<file path="src/rtl/f_fetch_pkg.sv">
// Shared definitions for the F-stage fetch sequencer: reset PC, FSM encoding, NOP word.
package f_fetch_pkg;

    localparam logic [31:0] RESET_PC_DEFAULT = 32'h0000_3000;
    localparam logic [31:0] NOP_WORD         = 32'h0000_0000;

    typedef enum logic [1:0] {
        StIdle    = 2'd0,
        StReq     = 2'd1,
        StWaitBuf = 2'd2
    } fetch_state_e;

endpackage

</file>
<file path="src/rtl/f_fetch_buf.sv">
// Single-entry F/D instruction buffer; a load takes priority over a consume on the same edge.
// F_ALIGN_CHECK_EN adds the address-error flag carried with the entry.
module f_fetch_buf
    import f_fetch_pkg::*;
#(
    parameter logic [31:0] RESET_PC = RESET_PC_DEFAULT
) (
    input  logic        clk,
    input  logic        reset,
    input  logic        load,
    input  logic        consume,
    input  logic [31:0] load_pc,
    input  logic [31:0] load_instr,
`ifdef F_ALIGN_CHECK_EN
    input  logic        load_adel,
    output logic        adel,
`endif
    output logic        valid,
    output logic [31:0] pc,
    output logic [31:0] instr
);

    always_ff @(posedge clk or negedge reset) begin
        if (!reset) begin
            valid <= 1'b0;
            pc    <= RESET_PC;
            instr <= NOP_WORD;
`ifdef F_ALIGN_CHECK_EN
            adel  <= 1'b0;
`endif
        end else if (load) begin
            valid <= 1'b1;
            pc    <= load_pc;
            instr <= load_instr;
`ifdef F_ALIGN_CHECK_EN
            adel  <= load_adel;
`endif
        end else if (consume) begin
            valid <= 1'b0;
`ifdef F_ALIGN_CHECK_EN
            adel  <= 1'b0;
`endif
        end
    end

endmodule

</file>
<file path="src/rtl/f_fetch_ctrl.sv">
// F-stage fetch sequencer: owns the fetch PC, drives the imem req/ack handshake and applies
// D-stage redirects with delay-slot semantics. Optional F_ALIGN_CHECK_EN adds f_adel.
module f_fetch_ctrl
    import f_fetch_pkg::*;
#(
    parameter logic [31:0] RESET_PC = RESET_PC_DEFAULT
) (
    input  logic        clk,
    input  logic        reset,
    input  logic        d_stall,
    input  logic        d_redirect_valid,
    input  logic [31:0] d_redirect_pc,
    output logic        im_req,
    output logic [31:0] im_addr,
    input  logic        im_ack,
    input  logic [31:0] im_rdata,
`ifdef F_ALIGN_CHECK_EN
    output logic        f_adel,
`endif
    output logic        f_valid,
    output logic [31:0] f_pc,
    output logic [31:0] f_instr
);

    fetch_state_e state_q;
    logic [31:0]  next_pc_q, req_addr_q, skid_pc_q, skid_instr_q;
    logic         req_q;

    logic         consume, buf_free, redirect, resp, issue, issue_req, buf_load;
    logic [31:0]  issue_addr, next_pc_d, resp_instr, buf_load_pc, buf_load_instr;
`ifdef F_ALIGN_CHECK_EN
    logic         skid_adel_q, resp_adel, buf_load_adel;
`endif

    always_comb begin
        consume  = f_valid & ~d_stall;
        buf_free = ~f_valid | consume;
        redirect = d_redirect_valid & ~d_stall;
`ifdef F_ALIGN_CHECK_EN
        // A misaligned entry makes no memory request; it completes on its own as a flagged nop.
        resp       = (state_q == StReq) & (req_q ? im_ack : 1'b1);
        resp_instr = req_q ? im_rdata : NOP_WORD;
        resp_adel  = ~req_q;
`else
        resp       = (state_q == StReq) & im_ack;
        resp_instr = im_rdata;
`endif

        unique case (state_q)
            StIdle:    issue = 1'b1;
            StReq:     issue = resp & buf_free;
            StWaitBuf: issue = consume;
            default:   issue = 1'b0;
        endcase

        // An ack coinciding with a redirect issues the target straight away.
        issue_addr = (resp & redirect) ? d_redirect_pc : next_pc_q;
`ifdef F_ALIGN_CHECK_EN
        issue_req  = (issue_addr[1:0] == 2'b00);
`else
        issue_req  = 1'b1;
`endif

        if (issue) begin
            if (redirect) begin
                next_pc_d = resp ? d_redirect_pc + 32'd4 : d_redirect_pc;
            end else begin
                next_pc_d = next_pc_q + 32'd4;
            end
        end else begin
            next_pc_d = redirect ? d_redirect_pc : next_pc_q;
        end

        buf_load       = (resp & buf_free) | ((state_q == StWaitBuf) & consume);
        buf_load_pc    = (state_q == StWaitBuf) ? skid_pc_q : req_addr_q;
        buf_load_instr = (state_q == StWaitBuf) ? skid_instr_q : resp_instr;
`ifdef F_ALIGN_CHECK_EN
        buf_load_adel  = (state_q == StWaitBuf) ? skid_adel_q : resp_adel;
`endif
    end

    always_ff @(posedge clk or negedge reset) begin
        if (!reset) begin
            state_q      <= StIdle;
            next_pc_q    <= RESET_PC;
            req_addr_q   <= RESET_PC;
            req_q        <= 1'b0;
            skid_pc_q    <= RESET_PC;
            skid_instr_q <= NOP_WORD;
`ifdef F_ALIGN_CHECK_EN
            skid_adel_q  <= 1'b0;
`endif
        end else begin
            next_pc_q <= next_pc_d;
            if (issue) begin
                req_addr_q <= issue_addr;
                req_q      <= issue_req;
            end
            unique case (state_q)
                StIdle: state_q <= StReq;
                StReq: begin
                    // Response arrives while D still holds the buffer: park it until consumed.
                    if (resp && !buf_free) begin
                        state_q      <= StWaitBuf;
                        req_q        <= 1'b0;
                        skid_pc_q    <= req_addr_q;
                        skid_instr_q <= resp_instr;
`ifdef F_ALIGN_CHECK_EN
                        skid_adel_q  <= resp_adel;
`endif
                    end
                end
                StWaitBuf: begin
                    if (consume) begin
                        state_q <= StReq;
                    end
                end
                default: state_q <= StIdle;
            endcase
        end
    end

    assign im_req  = req_q;
    assign im_addr = req_addr_q;

    f_fetch_buf #(
        .RESET_PC (RESET_PC)
    ) u_buf (
        .clk        (clk),
        .reset      (reset),
        .load       (buf_load),
        .consume    (consume),
        .load_pc    (buf_load_pc),
        .load_instr (buf_load_instr),
`ifdef F_ALIGN_CHECK_EN
        .load_adel  (buf_load_adel),
        .adel       (f_adel),
`endif
        .valid      (f_valid),
        .pc         (f_pc),
        .instr      (f_instr)
    );

endmodule

</file>
<file path="config.mk">
export PLATFORM = sky130hd
export DESIGN_NAME = f_fetch_ctrl
export DESIGN_NICKNAME = d
export VERILOG_FILES = /design/src/rtl/f_fetch_pkg.sv /design/src/rtl/f_fetch_buf.sv /design/src/rtl/f_fetch_ctrl.sv
export SDC_FILE = /design/constraint.sdc
export NUM_CORES = 1
export LEC_CHECK = 0
export ABC_AREA = 1
export CORE_UTILIZATION = 45
export CTS_BUF_LIST = sky130_fd_sc_hd__clkbuf_4 sky130_fd_sc_hd__clkbuf_8 sky130_fd_sc_hd__clkbuf_16
export DETAILED_ROUTE_END_ITERATION = 10
export PLACE_DENSITY = 0.69
export REMOVE_ABC_BUFFERS = 1
export SKIP_LAST_GASP = 1
export SYNTH_ARGS = -nofsm -noshare
export SYNTH_HDL_FRONTEND = slang
export SYNTH_HIERARCHICAL = 1
export SYNTH_SLANG_ARGS = --single-unit
export TNS_END_PERCENT = 20
</file>
<file path="constraint.sdc">
create_clock -name clk -period 2.21 [get_ports clk]
set_input_delay 0.442 -clock clk [delete_from_list [all_inputs] [get_ports clk]]
set_output_delay 0.442 -clock clk [all_outputs]
set_load 0.02 [all_outputs]
</file>
; ---- After elaboration in Yosys (flattened, before gate mapping)
; Index checks and enable logic that the tools add are counted.
[classes]
n_bitwise = 10
n_mux = 16
n_reduce_logical = 7
addsub = 2
n_eq_ne = 4
[ops]
columns = operator, n
row1 = 32-bit 2-to-1 mux, 7
row2 = 32-bit by 3-bit adder with 32-bit output (second input constant), 2
row3 = 1-bit AND, 6
row4 = 2-bit one-hot mux with 3 select lines, 1
row5 = 1-bit 2-to-1 mux, 5
row6 = 2-bit 2-to-1 mux, 2
row7 = 2-bit AND reduction, 2
row8 = 2-bit nonzero test, 2
row9 = 1-bit one-hot mux with 3 select lines, 1
row10 = 2-bit by 1-bit == test with 1-bit output (second input constant), 1
row11 = 2-bit == test (second input constant), 1
row12 = 2-bit zero test, 1
row13 = 2-bit by 1-bit != test with 1-bit output (second input constant), 1
row14 = 2-bit != test (second input constant), 1
row15 = 1-bit NOT, 2
row16 = 1-bit bitwise OR, 2
row17 = 1-bit logical AND, 1
row18 = 1-bit zero test, 1
[totals]
register_bits = 196
out_inout_bits = 98
input_bits = 69
elab_cells = 48

; ---- Depth between registers and ports, before layout
[depth]
depth_word = 8
depth_mapped = 13
mapped_depth_nobuf = 13

; ---- Modules after synthesis
; Netlist, hierarchy kept.
[modules_own_cells]
columns = module, area_per_inst_um2, n_inst, seq_area_each_um2, cells_each
row1 = f_fetch_ctrl, 8102.8, 1, 3285.7, 1201
row2 = f_fetch_buf, 2517.4, 1, 1629.1, 275

; ---- Least setup slack after synthesis
; OpenSTA, ideal clock, no wires.
[synth_path]
path_type = input port to flip-flop
start = in d_redirect_pc[2]
end = reg next_pc_q[16]
setup_ps = 124
t_required_ps = 2086
path_slack_ps = 586
path_stages = 9
n_path_buf = 0
arrival_time_ps = 1500
path_cell_list = ha_1 nand3_1 nor2_8 nand3_4 nor2_2 xor2_1 nand2_1 nand3_1 nand3_1
[synth_via]
elab_chain_len = 4
[synth_rtl]
columns = item, line_no
row1 = "start, declared", f_fetch_ctrl.sv:12  ; input logic [31:0] d_redirect_pc,
row2 = 32-bit by 3-bit adder with 32-bit output, f_fetch_ctrl.sv:66  ; next_pc_d = resp ? d_redirect_pc + 32'd4 : d_redirect_pc;
row3 = 32-bit 2-to-1 mux, f_fetch_ctrl.sv:66
row4 = 32-bit 2-to-1 mux, f_fetch_ctrl.sv:65  ; if (redirect) begin
row5 = 32-bit 2-to-1 mux, f_fetch_ctrl.sv:64  ; if (issue) begin
row6 = "end signal, assigned", f_fetch_ctrl.sv:94  ; next_pc_q <= next_pc_d;
row7 = "end, declared", f_fetch_ctrl.sv:26  ; logic [31:0] next_pc_q, req_addr_q, skid_pc_q, skid_instr_q;
; Every way passes these cells.
; A chain may end at the register's enable or synchronous reset.

; ---- Worst setup path after layout
[layout_path]
start = reg req_addr_q[13] (netlist: im_addr[13])
end = out im_addr[13]
[layout_rtl]
columns = item, line_no
row1 = "start, declared", f_fetch_ctrl.sv:26
row2 = "start signal, assigned", f_fetch_ctrl.sv:96  ; req_addr_q <= issue_addr;
row3 = "end, declared", f_fetch_ctrl.sv:14  ; output logic [31:0] im_addr,
; No word-level cell between the ends.

==> metrics.txt <==
status=finished, final reports clean; Starting Density=46.3%; fmax=489 MHz; Overall Global Routing Usage=26.3%; P per Cell Area=1320 mW/mm²; vias in the first global route=9461; # DRC=0; Worst Tran Pin Value=0.913 ns; fin. max-slew vios=0; Final min period=2.04 ns; sequential cell area fraction in the yosys report=46.3%; YS warnings=6; cell family with most CP delay=buffers and inverters; Final #Nets=1742; Ports=167; top routing layer used=met4; RSZ-0062 raised after global routing=no; count of unique library cells instantiated by Yosys=36; CTS sink count=196; commonest non-fill, non-tap cell in the layout=nand2_1; CTS H-Tree Depth=4; buffers and inverters on the worst path=1; GRT Residual Overflow=0; Setup crit start kind=register; final setup margin=0.167 ns; Critical Path AT=1.60 ns; Netlist Area Pre-Place=0.0106 mm²; FF+latch count, synth=196; Leak Pwr=6.44 nW; Post-CTS Setup Repair Bufs=0; r2r worst-path depth=12; Initial DRC Count=671; largest net degree at the start of global routing=69; wire per inst=15.3 µm; reg2reg end=next_pc_q[20]$_DFFE_PN0P_; register area=0.00491 mm²; crit path launch=im_addr[13]$_DFFE_PN1P_; first-pass GRT wire length=49700 µm; fin cells=1997; MaxCap Viol Count=0; Tcrit/Tclk final=92.5%; layout cells sized above 1=8.91%; via count=10100; met1 WL=14300 µm; area of the multi-input gates=0.00474 mm²; vias per inst=5.04; worst reg2reg path startpoint=next_pc_q[3]$_DFFE_PN0P_; Crit Path Max Fanout=2; max incr delay on CP=0.64 ns; FP Rows=55; clk_lat worst skew=0.44 ns; TritonCTS buffer count=17; die width=156 µm; CP cell instances=clkdlybuf4s50_1; Cells after Synth=1476; Pre-antenna DRT Iters=5; Avg Cell Area, Syn=7.20 µm²; ant diodes=0; CP max-delay cell=clkdlybuf4s50_1; Worst-path clk slew=0.08 ns; Critical Path RT=1.77 ns; DP HPWL=22200 µm; met3 routed WL=1520 µm; DP Worst Slack=-0.155 ns; Area Overhead vs Synth=28.5%; drt total wl=30600 µm; metal2 WL=14300 µm; CTS max path bufs=2; full die area=0.0242 mm²; core area=0.0229 mm²; antenna-violating nets left=0; Final Hold Vio Count=0; PortBufs=166; crit path capture type=output port; Core Util, Final=59.6%; Setup-failing EPs final=0; initial antenna violation count=0; R2R setup slack=0.20 ns; hold crit path type=input pin to asynchronous set/reset pin; maximum VDD drop=0.633 mV; GP Congestion=0.969; max_slew headroom=39.2%; Crit Path Class=register to output port; most frequent cells in the layout=nand2_1, dfrtp_1, clkdlybuf4s50_1, o21ai_0, inv_1; Worst Skew=0.0136 ns; CTS tree=done; Fill cells=2165; Die Height=156 µm; CTS Root Cell=clkbuf_16; Placed Cells=1964
[timing repair]
action                    CTS  global route
hold endpoints to repair   33             0
resized for setup           0             0
hold buffers                1             0
[power by group]
part | total [mW] | internal [mW] | switching, mW
Combinational | 8.43 | 3.54 | 4.89
Sequential | 6.45 | 5.33 | 1.13
Clock | 3.16 | 1.56 | 1.61
Total | 18.0 | 10.4 | 7.62
[worst max-delay path by stage]
stage	endpoint	depth (start not counted)
2_1_floorplan	next_pc_q[4]$_DFFE_PN0P_	9
3_3_place_gp	next_pc_q[20]$_DFFE_PN0P_	12
6_report	im_addr[13]	1
4_1_cts	im_addr[13]	1
3_5_place_dp	next_pc_q[20]$_DFFE_PN0P_	12
5_1_grt	next_pc_q[18]$_DFFE_PN0P_	10
[final cells by class]
type	instances	area share [%]
Clock inverter	14	1.14
Inverter	147	4.04
Multi-Input combinational cell	1061	34.7
Tap cell	313	2.87
Sequential cell	196	36.0
Timing Repair Buffer	248	18.0
Clock buffer	18	3.22
[synth_stat cells]
library cell | n | area share [%]
a21oi_1 | 14 | 0.66
a22oi_1 | 1 | 0.071
a31oi_1 | 3 | 0.18
buf_1 | 4 | 0.14
buf_2 | 22 | 1.0
buf_4 | 8 | 0.57
buf_6 | 11 | 1.2
clkbuf_1 | 25 | 0.88
clkbuf_8 | 2 | 0.26
clkinv_1 | 1 | 0.035
dfrtp_1 | 188 | 44
dfstp_2 | 8 | 2.0
ha_1 | 2 | 0.24
inv_1 | 134 | 4.7
inv_2 | 12 | 0.42
nand2_1 | 582 | 21
nand2_2 | 1 | 0.059
nand3_1 | 83 | 3.9
nand3_4 | 1 | 0.16
nand3b_1 | 7 | 0.49
nand4_1 | 8 | 0.47
nor2_1 | 88 | 3.1
nor2_2 | 6 | 0.35
nor2_4 | 4 | 0.42
nor2_8 | 1 | 0.19
nor3_1 | 6 | 0.28
o211ai_1 | 32 | 2.3
o21a_1 | 1 | 0.071
o21ai_0 | 140 | 6.6
o21ai_1 | 63 | 3.0
o21ai_2 | 1 | 0.082
o22ai_1 | 3 | 0.18
o311ai_1 | 1 | 0.082
o31ai_1 | 1 | 0.071
xnor2_1 | 1 | 0.082
xor2_1 | 11 | 0.91
[through the flow]
step	setup TNS [ns]	instance area, µm²	power [mW]	hold WS, ns
finish	0	13600	18.0	0.467
global route	0	13600	19.4	0.486
CTS	0	13600	18.2	0.468
detailed placement	-1.50	13000	15.0	0.376
global placement	-0.892	13000	14.8	0.381
floorplan	-136.23	10200	11.0	0.146
[cells by family (layout without fill, tap and decap cells)]
family	after synthesis	count (layout)	share of synthesized area, %
xor+xnor	12	12	0.990
compound gates	260	260	13.2
flops	196	196	46.3
simple gates	787	787	30.0
fa+ha+maj	2	2	0.236
buf+inv	219	427	9.25
[metal layers]
| layer | vias to the layer above | GRT usage, % |
|---|---|---|
| li1 | 5074 | - |
| met4 | 0 | 6.82 |
| met5 | - | 0 |
| met2 | 291 | 43.6 |
| met3 | 24 | 3.56 |
| met1 | 4674 | 36.1 |
[registers in the layout (all words and copies together), names as in the netlist]
signal,flops
im_addr,32
im_req,1
next_pc_q,32
skid_instr_q,32
skid_pc_q,32
state_q,2
u_buf/instr,32
u_buf/pc,32
u_buf/valid,1
Power figures use the tool's default switching activity.
==> RTL change 1: new RTL, config.mk and constraints unchanged <==
Encoding of `fetch_state_e`: now one-hot (3 bits for 3 states).
--- a/src/rtl/f_fetch_pkg.sv
+++ b/src/rtl/f_fetch_pkg.sv
@@ -6,6 +6,6 @@
 
-    typedef enum logic [1:0] {
-        StIdle    = 2'd0,
-        StReq     = 2'd1,
-        StWaitBuf = 2'd2
+    typedef enum logic [2:0] {
+        StIdle    = 3'b001,
+        StReq     = 3'b010,
+        StWaitBuf = 3'b100
     } fetch_state_e;
Behaviour: no difference found for any inputs over 4 cycles, from zero or initial values and one cycle with reset low; so few cycles prove little.
==> RTL change 1 against the original RTL <==
Design area increased by 0.43%. Worst setup slack improved by 0.0028 ns. Count of clock-buffer cells in the layout unchanged. Sequential cell count increased by 1. Non-clock buffer count increased by 3. Area after synthesis decreased by 0.22%. Critical path depth unchanged. Wire length decreased by 3.4%. Sequential power decreased by 0.6%. Hold slack got worse by 0.0039 ns. Power decreased by 4.1%.
==> RTL change 1: results (changes against the original RTL) <==
Run status: complete, no violations (unchanged). The estimated wirelength of the detail-placed design is 20700 microns (was 22200 microns). The final RePlAce weighted congestion came out at 0.981 (was 0.969). The overall global routing resource usage came out at 25.2% (was 26.3%). The final instance count without filler cells was 1958 (was 1997).

The number of DRC markers after the initial detailed-route iteration is 766 (was 671). The largest net degree at the start of global routing is 130 (was 69). The proportion of layout cells with a drive suffix above 1 is 9.42% (was 8.91%). The number of distinct standard cells referenced by the synthesized netlist came out at 44 (was 36). The total net switching power came out at 0.00714 W (was 0.00762 W). Most frequent cells after synthesis: 519 x sky130_fd_sc_hd__nand2_1, 200 x sky130_fd_sc_hd__o21ai_0, 188 x sky130_fd_sc_hd__dfrtp_1, 150 x sky130_fd_sc_hd__inv_1, 76 x sky130_fd_sc_hd__nand3_1 (was 582 x sky130_fd_sc_hd__nand2_1, 188 x sky130_fd_sc_hd__dfrtp_1, 140 x sky130_fd_sc_hd__o21ai_0, 134 x sky130_fd_sc_hd__inv_1, 88 x sky130_fd_sc_hd__nor2_1).

The via count normalized by instance count is 5.07 (was 5.04). The number of cells in the design after placement is 1925 (was 1964). The share of synthesized area occupied by flip-flops and latches is 46.6% (was 46.3%). The deepest clock path buffer count came to 2 (unchanged). The worst-case clock skew was 0.0217 ns (was 0.0136 ns). The net count of the finished layout is 1703 (was 1742). The worst vdd rail ir drop came to 0.000685 V (was 0.000633 V).

The number of global-route vias before repair was 9353 (was 9461). The mean cell area of the mapped netlist is 7.39 sq um (was 7.20 sq um). The transition time at the pin with the least slew margin was 0.573 ns (was 0.913 ns). The cell area reported after detailed placement came out at 13100 sq um (was 13000 sq um). The first-pass GRT wire length came to 48000 microns (was 49700 microns). The standby leakage power is 6.45 nW (was 6.44 nW). The worst setup slack after placement came out at -0.136 ns (was -0.155 ns).
## RTL change 1: cell type report
cell class,instances,area [sq um]
Fill cell,2128,9140
Timing Repair Buffer,251,2540
Tap cell,313,392
Inverter,157,592
Clock inverter,14,151
Multi-Input combinational cell,1008,4650
Sequential cell,197,4940
Clock buffer,18,439
## RTL change 1: worst paths after layout
check / startpoint / end / slack (ns) / cells past startpoint
max: im_addr[13] / im_addr[13] / 0.17 / 1
max in group asynchronous: reset / state_q[0] / 1.03 / 3
min reg2reg: u_buf/pc[12] / u_buf/pc[12] / 0.46 / 2
min in group asynchronous: reset / u_buf/instr[23] / 0.54 / 2
max reg2reg: next_pc_q[6] / next_pc_q[27] / 0.17 / 9
min: u_buf/pc[12] / u_buf/pc[12] / 0.46 / 2
## RTL change 1: timing repair
| item | in CTS | in global routing |
|---|---|---|
| hold buffers | 1 | 0 |
| endpoints found under the setup margin | 0 | 0 |
| hold endpoints to repair | 41 | 0 |
## RTL change 1: cell families after synthesis
| group | count (synthesis) | synth area share, % |
|---|---|---|
| flops | 197 | 46.6 |
| compound gates | 277 | 14.2 |
| buf+inv | 228 | 9.68 |
| simple gates | 715 | 28.1 |
| fa+ha+maj | 2 | 0.236 |
| xor+xnor | 14 | 1.16 |
## RTL change 1: power by group through the flow
stage          Sequential, W  Combinational [W]  Clock (W)
2_1_floorplan        0.00724            0.00329          0
3_3_place_gp         0.00640            0.00765          0
3_5_place_dp         0.00646            0.00775          0
4_1_cts              0.00640            0.00778    0.00325
5_1_grt              0.00662            0.00857    0.00339
6_report             0.00641            0.00775    0.00316
## RTL change 1: routing by layer
layer	GRT usage, %	up-vias	part of all wire [%]
li1	-	5000	-
met1	35.7	4618	48
met2	40.4	273	46
met3	3.87	33	5.0
met4	6.44	0	1.5
met5	0	-	0
==> RTL change 2: new RTL, config.mk and constraints unchanged <==
Without the edit above. Add a define of `F_ALIGN_CHECK_EN`.
--- a/src/rtl/f_fetch_buf.sv
+++ b/src/rtl/f_fetch_buf.sv
@@ -2,2 +2,4 @@
 // F_ALIGN_CHECK_EN adds the address-error flag carried with the entry.
+`define F_ALIGN_CHECK_EN
+
 module f_fetch_buf
Check against the original RTL (old outputs only; new: f_adel): not equivalent (Yosys sat finds a counterexample within 4 cycles, from zero or initial values and one cycle with reset low).
==> RTL change 2 against the original RTL <==
Area after synthesis fell by 0.38%. Worst setup slack got worse by 0.0045 ns. Critical path type unchanged. Final cell count rose by 0.50%. Largest power group unchanged. Critical endpoint is now f_pc[12]. Clock power rose by 1%. Sequential cell count rose by 2. Global-route usage rose by 1.0 points. Die area fell by 0.37%. Wire length rose by 3.6%. Design area rose by 1.6%. Power rose by 12%. Combinational power rose by 25%.
==> RTL change 2: results (changes against the original RTL) <==
The cell chosen for the clock root was sky130_fd_sc_hd__clkbuf_16 (unchanged). The total power density per cell area was 1460 nW/um^2 (was 1320 nW/um^2). The origin of the critical flop-to-flop path was state_q[0] (was next_pc_q[3]). The cell area reported after detailed placement is 13200 sq um (was 13000 sq um). The transition time at the pin with the least slew margin came out at 0.515 ns (was 0.913 ns). The number of DRC markers after the initial detailed-route iteration is 761 (was 671). The tightest hold margin was 0.457 ns (was 0.467 ns). The count of vias placed by the detailed router is 10400 (was 10100). The xor and xnor fraction of the mapped netlist area came to 0.828% (was 0.990%). The number of distinct standard cells referenced by the synthesized netlist came out at 40 (was 36). The complex-gate fraction of the synthesized area is 14.4% (was 13.2%).

The worst-case reg-to-reg path depth is 9 (was 12). The net count of the finished layout is 1752 (was 1742). The number of port buffers is 167 (was 166). The adder-cell area share of the yosys netlist is 0.237% (was 0.236%). The worst setup slack after placement came out at -0.138 ns (was -0.155 ns). Top post-synthesis cells by area: sky130_fd_sc_hd__dfrtp_1 45%, sky130_fd_sc_hd__nand2_1 21%, sky130_fd_sc_hd__o21ai_0 9.6% (was sky130_fd_sc_hd__dfrtp_1 44%, sky130_fd_sc_hd__nand2_1 21%, sky130_fd_sc_hd__o21ai_0 6.6%). The first-pass GRT wire length is 51500 microns (was 49700 microns). The highest attainable clock frequency came out at 0.488 GHz (was 0.489 GHz).

The endpoint of the worst setup timing path is f_pc[12] (was im_addr[13]). Run status: complete, no violations (unchanged). The maximum single-stage delay on the critical path is 0.62 ns (was 0.64 ns). The largest net degree at the start of global routing is 132 (was 69). The share of synthesized area occupied by flip-flops and latches was 46.9% (was 46.3%).

The routed length per instance came out at 15.8 microns (was 15.3 microns). The layout filler cell count is 2172 (was 2165). Most frequent cells after synthesis: 582 x sky130_fd_sc_hd__nand2_1, 202 x sky130_fd_sc_hd__o21ai_0, 190 x sky130_fd_sc_hd__dfrtp_1, 120 x sky130_fd_sc_hd__inv_1, 74 x sky130_fd_sc_hd__nor2_1 (was 582 x sky130_fd_sc_hd__nand2_1, 188 x sky130_fd_sc_hd__dfrtp_1, 140 x sky130_fd_sc_hd__o21ai_0, 134 x sky130_fd_sc_hd__inv_1, 88 x sky130_fd_sc_hd__nor2_1). The data arrival time of the worst path came out at 1.61 ns. The internal reg-to-reg setup slack came out at 0.18 ns (was 0.20 ns). The terminus of the critical flop-to-flop path is skid_instr_q[20] (was next_pc_q[20]). The estimated wirelength of the detail-placed design is 22600 microns (was 22200 microns). The worst-case clock skew is 0.0166 ns (was 0.0136 ns).
RTL change 2: area by class of cell:
| type | instances | share of cell area [%] |
|---|---|---|
| clock buffer | 17 | 3.07 |
| clock inverter | 15 | 1.28 |
| inverter | 124 | 3.38 |
| multi-input combinational | 1072 | 34.6 |
| sequential | 198 | 35.8 |
| tap | 313 | 2.83 |
| timing repair buffer | 268 | 19.0 |
RTL change 2: power breakdown:
| group | leakage, nW | switching [W] | internal, W |
|---|---|---|---|
| logic | 3.79 | 0.00630 | 0.00423 |
| clock network | 0.294 | 0.00166 | 0.00154 |
| registers | 2.50 | 0.00108 | 0.00540 |
RTL change 2: metal layers:
layer / track usage, % / vias to the layer above / share of wire [%]
met5: 0 / - / 0
met4: 6.68 / 0 / 1.4
met3: 4.43 / 34 / 5.9
met2: 43.4 / 324 / 46
met1: 38.8 / 4899 / 47
li1: - / 5161 / -
RTL change 2: how the worst min path moves through the flow:
| stage | from | endpoint | cells past startpoint |
|---|---|---|---|
| after CTS | reset | u_buf/instr[29] | 2 |
| after floorplan | reset | im_addr[0] | 0 |
| final | reset | u_buf/instr[21] | 2 |
| after global placement | reset | u_buf/instr[29] | 1 |
| after global routing | reset | u_buf/instr[21] | 2 |
| after detailed placement | reset | u_buf/instr[29] | 1 |
RTL change 2: through the flow:
step / total power, W / TNS, ns / cells
6_report: 0.0202 / 0 / 2007
3_5_place_dp: 0.0170 / -8.78 / 1974
4_1_cts: 0.0203 / 0 / 2007
5_1_grt: 0.0217 / 0 / 2007
2_1_floorplan: 0.0120 / -588.59 / 1394
3_3_place_gp: 0.0168 / -5.89 / 1974
RTL change 2: repair_timing:
item,in CTS,in global routing
gates resized for setup,0,1
hold buffers,1,0
endpoints found under the setup margin,0,5
hold endpoints to repair,30,0
